**config.mk**
```make
export PLATFORM = sky130hd
export DESIGN_NAME = pipe_stage_reg
export DESIGN_NICKNAME = d
export VERILOG_FILES = /design/src/rtl/pipe_pkg.sv /design/src/rtl/pipe_skid_slot.sv /design/src/rtl/pipe_stage_reg.sv
export SDC_FILE = /design/constraint.sdc
export NUM_CORES = 1
export LEC_CHECK = 0
export ABC_CLOCK_PERIOD_IN_PS = 2800
export CORE_MARGIN = 2
export CORE_UTILIZATION = 43
export CTS_CLUSTER_DIAMETER = 60
export DETAILED_ROUTE_END_ITERATION = 10
export PLACE_DENSITY_LB_ADDON = 0.3
export SLEW_MARGIN = 20
export SYNTH_ARGS = -nofsm -noshare
export SYNTH_HDL_FRONTEND = slang
export SYNTH_SLANG_ARGS = --single-unit
export TNS_END_PERCENT = 1
```
**constraint.sdc**
```tcl
create_clock -name clk -period 2.8 [get_ports clk]
set_clock_uncertainty 0.2 [all_clocks]
set_input_delay 0.42 -clock clk [delete_from_list [all_inputs] [get_ports clk]]
set_output_delay 0.42 -clock clk [all_outputs]
set_load 0.05 [all_outputs]
```
**src/rtl/pipe_pkg.sv**
```systemverilog
// Shared definitions for the inter-stage pipeline registers: default widths,
// control-vector bit positions and the entry layout carried between stages.
package pipe_pkg;

  localparam int DATA_W  = 32;
  localparam int CTRL_W  = 5;
  localparam int RADDR_W = 5;

  localparam int CTRL_MEM_READ  = 0;
  localparam int CTRL_MEM_WRITE = 1;
  localparam int CTRL_MEM_REG   = 2;
  localparam int CTRL_REG_WRITE = 3;
  localparam int CTRL_ALU_ZERO  = 4;

  typedef struct packed {
    logic [DATA_W-1:0]  data0;
    logic [DATA_W-1:0]  data1;
    logic [CTRL_W-1:0]  ctrl;
    logic [RADDR_W-1:0] raddr;
  } stage_entry_t;

endpackage

```
**src/rtl/pipe_skid_slot.sv**
```systemverilog
// One-entry holding register with valid flag; used as the skid buffer of
// pipe_stage_reg. Clear has priority over load.
module pipe_skid_slot
  import pipe_pkg::*;
#(
  parameter type entry_t = stage_entry_t
) (
  input  logic   clk,
  input  logic   rst,
  input  logic   load,
  input  logic   clear,
  input  entry_t d,
  output entry_t q,
  output logic   valid
);

  // NOTE: sequential state uses non-blocking assignments so every flop samples
  // pre-edge values regardless of process evaluation order.
  always_ff @(posedge clk or posedge rst) begin
    if (rst) begin
      valid <= 1'b0;
      q     <= '0;
    end else begin
      if (clear)     valid <= 1'b0;
      else if (load) valid <= 1'b1;
      if (load) q <= d;
    end
  end

endmodule

```
**src/rtl/pipe_stage_reg.sv**
```systemverilog
// Inter-stage pipeline register with valid/ready handshake, synchronous flush
// and bubble-masked control. Macro PIPE_STAGE_SKID_EN adds a one-entry skid
// buffer and registers in_ready; otherwise in_ready is ~out_valid | out_ready.
module pipe_stage_reg #(
  parameter int DATA_W  = pipe_pkg::DATA_W,
  parameter int CTRL_W  = pipe_pkg::CTRL_W,
  parameter int RADDR_W = pipe_pkg::RADDR_W
) (
  input  logic               clk,
  input  logic               rst,
  input  logic               flush,
  input  logic               in_valid,
  output logic               in_ready,
  input  logic [DATA_W-1:0]  in_data0,
  input  logic [DATA_W-1:0]  in_data1,
  input  logic [CTRL_W-1:0]  in_ctrl,
  input  logic [RADDR_W-1:0] in_raddr,
  output logic               out_valid,
  input  logic               out_ready,
  output logic [DATA_W-1:0]  out_data0,
  output logic [DATA_W-1:0]  out_data1,
  output logic [CTRL_W-1:0]  out_ctrl,
  output logic [RADDR_W-1:0] out_raddr
);

  typedef struct packed {
    logic [DATA_W-1:0]  data0;
    logic [DATA_W-1:0]  data1;
    logic [CTRL_W-1:0]  ctrl;
    logic [RADDR_W-1:0] raddr;
  } entry_t;

  entry_t in_entry;
  entry_t out_q;
  entry_t src;
  logic   out_valid_q;
  logic   drain;
  logic   accept;
  logic   src_valid;

  assign in_entry = '{data0: in_data0, data1: in_data1, ctrl: in_ctrl, raddr: in_raddr};
  assign drain    = ~out_valid_q | out_ready;
  assign accept   = in_valid & in_ready;

`ifdef PIPE_STAGE_SKID_EN
  entry_t skid_q;
  logic   skid_valid;
  logic   skid_load;
  logic   skid_clear;
  logic   skid_valid_nxt;

  // Skid only captures when the output is stalled; it empties into the output first.
  assign skid_load  = accept & ~drain & ~flush;
  assign skid_clear = flush | (drain & skid_valid);

  // NOTE: combinational blocks assign a default first so no path infers a latch.
  always_comb begin
    skid_valid_nxt = skid_valid;
    if (skid_clear)     skid_valid_nxt = 1'b0;
    else if (skid_load) skid_valid_nxt = 1'b1;
  end

  pipe_skid_slot #(.entry_t(entry_t)) u_skid (
    .clk   (clk),
    .rst   (rst),
    .load  (skid_load),
    .clear (skid_clear),
    .d     (in_entry),
    .q     (skid_q),
    .valid (skid_valid)
  );

  always_ff @(posedge clk or posedge rst) begin
    if (rst) in_ready <= 1'b1;
    else     in_ready <= ~skid_valid_nxt;
  end

  assign src       = skid_valid ? skid_q : in_entry;
  assign src_valid = skid_valid | accept;
`else
  assign in_ready  = drain;
  assign src       = in_entry;
  assign src_valid = accept;
`endif

  // NOTE: payload flops are reset along with the valid bit so the outputs read
  // zero straight out of reset; flush clears only the valid bit.
  always_ff @(posedge clk or posedge rst) begin
    if (rst) begin
      out_valid_q <= 1'b0;
      out_q       <= '0;
    end else begin
      if (flush)      out_valid_q <= 1'b0;
      else if (drain) out_valid_q <= src_valid;
      if (drain && src_valid) out_q <= src;
    end
  end

  assign out_valid = out_valid_q;
  assign out_data0 = out_q.data0;
  assign out_data1 = out_q.data1;
  assign out_raddr = out_q.raddr;
  // A bubble must never carry write enables downstream.
  assign out_ctrl  = out_q.ctrl & {CTRL_W{out_valid_q}};

endmodule

```
### Word level (Yosys, flattened, before mapping)

Cells that the tools add are included.

* register bits after elaboration: 75
* bits of input ports: 79
* output and inout port bits: 76
* logic and storage cells: 13

* muxes and demuxes: 2
* bitwise gates (word level): 4
* reductions and logical operators: 2

Operators with widths (number)
* 5-bit AND: 1
* 1-bit 2-to-1 mux: 2
* 2-bit nonzero test: 1
* 1-bit AND: 1
* 1-bit logical AND: 1
* 1-bit inverter: 1
* 1-bit OR: 1

### Logic depth before layout (Yosys ltp)

Gate-level depths: netlist of run 1.

* depth in word-level cells: 5
* gate-level depth with buffers: 5
* depth with buffers taken out: 3

### Worst setup path after synthesis of run 1

Ideal clock, no wire load.

* path kind: reg-to-reg
* start point: reg out_valid_q, in the netlist out_valid
* end point: reg out_q (netlist bit out_data0[0])
* data arrival time: 1768 ps
* data required time: 2475 ps
* path slack: 707 ps
* cell stages (with the launch flop): 6
* period minus slack after synthesis: 2093 ps
* cell sequence: dfrtp_1 nand2b_2 nand2_2 buf_12 buf_12 mux2_4

* cells in the longest elaborated chain, start to end: 4

Ends and longest elaborated chain
* from (decl): RTL line pipe_stage_reg.sv:36 `logic out_valid_q;`
* from (signal assigned): RTL line pipe_stage_reg.sv:94 `else if (drain) out_valid_q <= src_valid;`
* 1-bit inverter (*): RTL line pipe_stage_reg.sv:42 `assign drain = ~out_valid_q | out_ready;`
* 1-bit OR (*): RTL line pipe_stage_reg.sv:42
* net in_ready: RTL line pipe_stage_reg.sv:13 `output logic in_ready,`
* 1-bit AND: RTL line pipe_stage_reg.sv:43 `assign accept = in_valid & in_ready;`
* 1-bit logical AND (*): RTL line pipe_stage_reg.sv:95 `if (drain && src_valid) out_q <= src;`
* to (signal assigned): RTL line pipe_stage_reg.sv:95
* to (decl): RTL line pipe_stage_reg.sv:34 `entry_t out_q;`

The timed path passes the listed nets; every way through them passes the cells marked *.
A chain may end at the register's enable or synchronous reset.

### Worst setup path in the final report of run 1

* start point: reg out_valid_q, in the netlist out_valid
* end point: out out_ctrl[2]

* cells in the longest elaborated chain, start to end: 1

Ends and longest elaborated chain
* 5-bit AND: RTL line pipe_stage_reg.sv:104 `assign out_ctrl = out_q.ctrl & {CTRL_W{out_valid_q}};`
* to (decl): RTL line pipe_stage_reg.sv:22 `output logic [CTRL_W-1:0] out_ctrl,`

No other way between the ends.

==> results of run 1 <==
==> power by group through the flow <==
stage	clock, W	combinational [W]	sequential [W]
global placement	0	0.00114	0.00131
CTS	0.000809	0.00116	0.00129
global route	0.000859	0.00119	0.00131
floorplan	0	0.000953	0.00129
detailed placement	0	0.00115	0.00131
finish	0.000776	0.00114	0.00129
==> layout by cell type (no fill, tap or decap) <==
| cell type | n |
|---|---|
| nand2_4 | 1 |
| clkbuf_1 | 1 |
| buf_12 | 1 |
| clkinv_2 | 2 |
| and2_1 | 5 |
| clkinvlp_4 | 1 |
| mux2_4 | 60 |
| clkinv_4 | 1 |
| nand2b_2 | 1 |
| buf_4 | 4 |
| clkbuf_8 | 12 |
| inv_1 | 1 |
| clkdlybuf4s50_1 | 153 |
| dfrtp_1 | 75 |
| a21oi_1 | 1 |
| mux2_2 | 14 |
==> routing by layer <==
layer / global-route usage / routed length (µm)
met3: 0.0752 / 809
met4: 0.0464 / 75
met1: 0.185 / 2770
met5: 0 / 0
met2: 0.215 / 2980
==> synthesized netlist by cell type, drive strengths merged <==
cell type / count
a21oi: 1
buf: 77
dfrtp: 75
mux2: 74
inv: 2
and2: 5
nand2b: 1
nand2: 1
==> worst max-delay path by stage <==
stage | from | endpoint | slack [ns] | cells after the start
2_1_floorplan | rst | out_data0[0] | 0.27 | 1
4_1_cts | out_valid | out_ctrl[2] | 0.40 | 2
5_1_grt | out_valid | out_ctrl[4] | 0.34 | 2
6_report | out_valid | out_ctrl[2] | 0.44 | 2
3_3_place_gp | out_ready | out_data1[29] | 0.62 | 5
3_5_place_dp | out_ready | out_data0[29] | 0.59 | 5
==> metrics by stage <==
step	hold slack (ns)	utilization	worst slack (ns)	std cells
2_1_floorplan	0.274	-	0.270	236
3_3_place_gp	0.287	0.574	0.621	422
3_5_place_dp	0.290	0.574	0.590	422
4_1_cts	0.206	0.597	0.400	438
5_1_grt	0.236	0.597	0.339	438
6_report	0.202	0.597	0.440	438
==> registers in the layout, indices dropped and copies added (netlist names) <==
signal / count
out_valid: 1
out_raddr: 5
out_data0: 32
out_data1: 32
out_q: 5
==> area by class of cell <==
| type | instances | area, µm² | share of cell area |
|---|---|---|---|
| well taps | 105 | 131 | 0.0268 |
| clock buffers | 13 | 169 | 0.0344 |
| multi-input cells | 82 | 1110 | 0.227 |
| flip-flops and latches | 75 | 1880 | 0.383 |
| clock inverters | 3 | 21.3 | 0.00434 |
| repair buffers | 158 | 1580 | 0.323 |
| inverters | 2 | 8.76 | 0.00179 |
==> logic make-up (layout without fill, tap and decap cells) <==
kind of cell	after synthesis	after routing
flops	75	75
buf+inv	79	176
simple gates	7	7
mux	74	74
compound gates	1	1
==> impl_metrics.env, run 1 <==
export IMPL_finalSetupViolCount=0
export IMPL_max_cap_violations=0
export IMPL_p_switching_w=0.00110
export IMPL_min_period_over_period=0.843
export IMPL_final_max_slew_viol_count=0
export IMPL_place_gp_congestion=0.654
export IMPL_power_density_nw_per_um2=655
export IMPL_syn_instance_count=236
export IMPL_grt_max_degree=50
export IMPL_synth_top_family_by_area="multiplexers"
export IMPL_synth_seq_area_share=0.513
export IMPL_hold_violations=0
export IMPL_hold_path_class="in2async"
export IMPL_critPathTopFamily="buffers and inverters"
export IMPL_area_growth_pct=34.0
export IMPL_coreArea_um2=8220
export IMPL_period_minus_slack_ns=2.36
export IMPL_cp_arrival_ns=1.74
export IMPL_routed_wl_um=6630
export IMPL_crit_chain="and2_1 -> clkdlybuf4s50_1"
export IMPL_num_nets_final=407
export IMPL_pwr_share_comb=0.356
export IMPL_drt_initial_drc_count=33
export IMPL_fp_dieW_um=96.3
export IMPL_p_clk_frac=0.242
export IMPL_fillers=666
export IMPL_reg2reg_slack_ns=1.07
export IMPL_layout_drive_gt1_share=0.291
export IMPL_hold_buffers=0
export IMPL_synthAdderAreaFrac=0
export IMPL_grt_use_total=0.146
export IMPL_hpwl_um=4760
export IMPL_end_kind="output pin"
export IMPL_synth_cell_area_um2=3660
export IMPL_sw_frac_of_total=0.342
export IMPL_die_y_um=96.3
export IMPL_synth_distinct_cells=10
export IMPL_synth_largest_area_cell="dfrtp_1"
export IMPL_postRouteAntennaNets=0
export IMPL_relSlewSlack=0.643
export IMPL_grt_pass1_wl_um=10000
export IMPL_grt_setup_unrepaired="false"
export IMPL_yosysTopAreaCellShare=0.513
export IMPL_outcome="complete, no violations"
export IMPL_htreeDepth=3
export IMPL_antenna_cells=0
export IMPL_start_util=0.445
export IMPL_cts_inserted_buffers=9
export IMPL_post_cts_setup_buffer_count=0
export IMPL_muxShareOfSynthArea=0.289
export IMPL_grt_overflow=0
export IMPL_synthSimpleGateAreaFrac=0.0126
export IMPL_viasPerCell=4.48
export IMPL_path_max_fanout=7
export IMPL_antenna_found_initial=0
export IMPL_peakVddDrop_mv=0.294
export IMPL_core_rowCount=33
export IMPL_power_leakage_nw=2.19
export IMPL_ys_ff_latch=75
export IMPL_cts_resized=0
export IMPL_clockBufferDepth=2
export IMPL_r2r_end="out_data0[29]"
export IMPL_path_buf_inv=1
export IMPL_slowest_stage="clkdlybuf4s50_1"
export IMPL_worst_slew_pin_transition_ns=0.534
export IMPL_drc=0
export IMPL_seq_power_share=0.402
export IMPL_max_freq_mhz=424
export IMPL_synth_compound_area_frac=0.00137
export IMPL_finalSetupTns_ns=0
export IMPL_yosysWarnings=0
export IMPL_r2r_start="out_valid"
export IMPL_dr_pass1_iters=4
export IMPL_cts_tree="built"
export IMPL_crit_required_ns=2.18
export IMPL_postSynthAreaPerCell_um2=15.5
export IMPL_start_kind="flop"
export IMPL_place_area_um2=4710
export IMPL_path_class="reg2out"
export IMPL_port_buffers=154
export IMPL_vias=1961
export IMPL_rr_worst_depth=4
export IMPL_synth_xor_xnor_area_share=0
export IMPL_die_area_um2=9270
export IMPL_syn_nets=315
export IMPL_io_pins=155
export IMPL_clk_latency_ns=0.33
export IMPL_avgRoutedWirePerCell_um=15.1
export IMPL_power_w=0.00321
export IMPL_slowest_delay_ns=0.82
export IMPL_p_int_w=0.00211
export IMPL_synth_area_top_cells="dfrtp_1 51%, mux2_4 25%, buf_4 14%"
export IMPL_path_clk_slew_ns=0.08
export IMPL_finalInstanceArea_um2=4900
export IMPL_grt_pass1_vias=2016
export IMPL_cts_root_buffer="clkbuf_8"
export IMPL_cts_sinks=75
Note: power is estimated with default switching activity, not from simulation.
==> run 2: changes to the inputs <==
--- a/config.mk
+++ b/config.mk
@@ -5,7 +5,7 @@
 export SDC_FILE = /design/constraint.sdc
 export NUM_CORES = 1
 export LEC_CHECK = 0
-export ABC_CLOCK_PERIOD_IN_PS = 2800
+export ABC_CLOCK_PERIOD_IN_PS = 2300
 export CORE_MARGIN = 2
 export CORE_UTILIZATION = 43
 export CTS_CLUSTER_DIAMETER = 60
==> constraint.sdc (replaced) <==
create_clock -name clk -period 2.3 [get_ports clk]
set_clock_uncertainty 0.2 [all_clocks]
set_input_delay 0.345 -clock clk [delete_from_list [all_inputs] [get_ports clk]]
set_output_delay 0.345 -clock clk [all_outputs]
set_load 0.05 [all_outputs]
==> run 2 against run 1 <==
Against the previous run: wire length decreased by 0.60%; sequential power is 22% higher; clock-buffer cell count decreased by 3; combinational power increased by 23%; register-to-register slack got worse by 0.49 ns; via count fell by 0.25%; cell count is the same; sequential cell count stayed put; global-route usage is 0.30 points lower; critical path depth is 1 lower; largest power group unchanged; highest routed layer unchanged.
==> impl_metrics.env, run 2 (synthesis gave the netlist of run 1 again) <==
export IMPL_coreArea_um2=8220
export IMPL_antenna_cells=0
export IMPL_grt_pass1_vias=2010
export IMPL_peakVddDrop_mv=0.321
export IMPL_crit_chain="clkdlybuf4s50_1"
export IMPL_outcome="complete, no violations"
export IMPL_placedCellCount=422
export IMPL_regArea_um2=1880
export IMPL_grt_max_degree=39
export IMPL_finalSetupViolCount=0
export IMPL_antenna_found_initial=0
export IMPL_die_area_um2=9270
export IMPL_fp_dieW_um=96.3
export IMPL_hold_path_class="in2async"
export IMPL_layout_drive_gt1_share=0.303
export IMPL_drt_initial_drc_count=26
export IMPL_hold_violations=0
export IMPL_path_buf_inv=1
export IMPL_relSlewSlack=0.645
export IMPL_grt_pass1_wl_um=9950
export IMPL_slowest_stage="clkdlybuf4s50_1"
export IMPL_grt_use_total=0.143
export IMPL_cts_root_buffer="clkbuf_8"
export IMPL_reg2reg_slack_ns=0.58
export IMPL_grt_overflow=0
export IMPL_holdWs_ns=0.153
export IMPL_viasPerCell=4.47
export IMPL_fillers=658
export IMPL_max_freq_mhz=458
export IMPL_dr_pass1_iters=4
export IMPL_post_cts_setup_buffer_count=0
export IMPL_cts_sinks=75
export IMPL_critPathLaunch="out_valid"
export IMPL_core_rowCount=33
export IMPL_max_cap_violations=0
export IMPL_avgRoutedWirePerCell_um=15.1
export IMPL_place_gp_congestion=0.683
export IMPL_slowest_delay_ns=0.85
export IMPL_final_max_slew_viol_count=0
export IMPL_critPathTopFamily="buffers and inverters"
export IMPL_vias=1956
export IMPL_drc=0
export IMPL_period_minus_slack_ns=2.18
export IMPL_cts_tree="built"
export IMPL_num_nets_final=407
export IMPL_area_growth_pct=34.8
export IMPL_cts_resized=2
export IMPL_clk_latency_ns=0.33
export IMPL_cts_inserted_buffers=9
export IMPL_hold_buffers=0
export IMPL_start_kind="flop"
export IMPL_multi_input_comb_area_um2=1110
export IMPL_start_util=0.445
export IMPL_crit_required_ns=1.75
export IMPL_post_route_util=0.601
export IMPL_worst_slew_pin_transition_ns=0.531
export IMPL_port_buffers=154
export IMPL_path_clk_slew_ns=0.08
export IMPL_die_y_um=96.3
export IMPL_path_max_fanout=7
export IMPL_path_class="reg2out"
export IMPL_power_density_nw_per_um2=785
export IMPL_mostFrequentLayoutCells="148 x clkdlybuf4s50_1, 75 x dfrtp_1, 60 x mux2_4"
export IMPL_end_kind="output pin"
export IMPL_routed_wl_um=6590
export IMPL_layout_cells_most_common="clkdlybuf4s50_1"
export IMPL_postRouteAntennaNets=0
export IMPL_r2r_start="out_valid"
export IMPL_clockBufferDepth=2
export IMPL_grt_setup_unrepaired="false"
export IMPL_finalSetupTns_ns=0
export IMPL_htreeDepth=3
export IMPL_cp_arrival_ns=1.64
export IMPL_min_period_over_period=0.949
export IMPL_hpwl_um=4710
export IMPL_io_pins=155
export IMPL_power_leakage_nw=2.21
export IMPL_stdcell_count=438
run 2: metal layers:
metal  wire, µm  track usage  vias up  part of all wire
met3        758       0.0681        8              0.11
met5          0            0        -                 0
met2       2970        0.205       94              0.45
met1       2800        0.183      953              0.42
li1           -            -      901                 -
met4         65       0.0607        0            0.0099
run 2: final cells by class:
| class | instances | area share |
|---|---|---|
| flip-flops and latches | 75 | 0.380 |
| well taps | 105 | 0.0266 |
| multi-input cells | 82 | 0.226 |
| clock buffers | 10 | 0.0279 |
| inverters | 2 | 0.00228 |
| repair buffers | 158 | 0.329 |
| clock inverters | 6 | 0.00837 |
run 2: worst paths after layout:
check / end / cells after the start
max: out_valid / 1
min: out_data1[21] / 2
max reg2reg: out_data1[15] / 4
min reg2reg: out_data1[8] / 1
max in group asynchronous: out_data0[30] / 3
min in group clk: out_data1[8] / 1
run 2: through the flow:
stage | total power (W) | instance area, µm² | setup slack [ns]
after CTS | 0.00393 | 4930 | 0.0854
after floorplan | 0.00274 | 3660 | 0.207
after detailed placement | 0.00301 | 4760 | 0.180
final | 0.00387 | 4930 | 0.118
after global routing | 0.00405 | 4930 | 0.0408
after global placement | 0.00300 | 4760 | 0.206
run 2: where the power goes:
group          switching [W]  internal, W  total [W]
sequential         0.0000920      0.00148    0.00157
combinational       0.000782     0.000617    0.00140
clock               0.000481     0.000418   0.000900
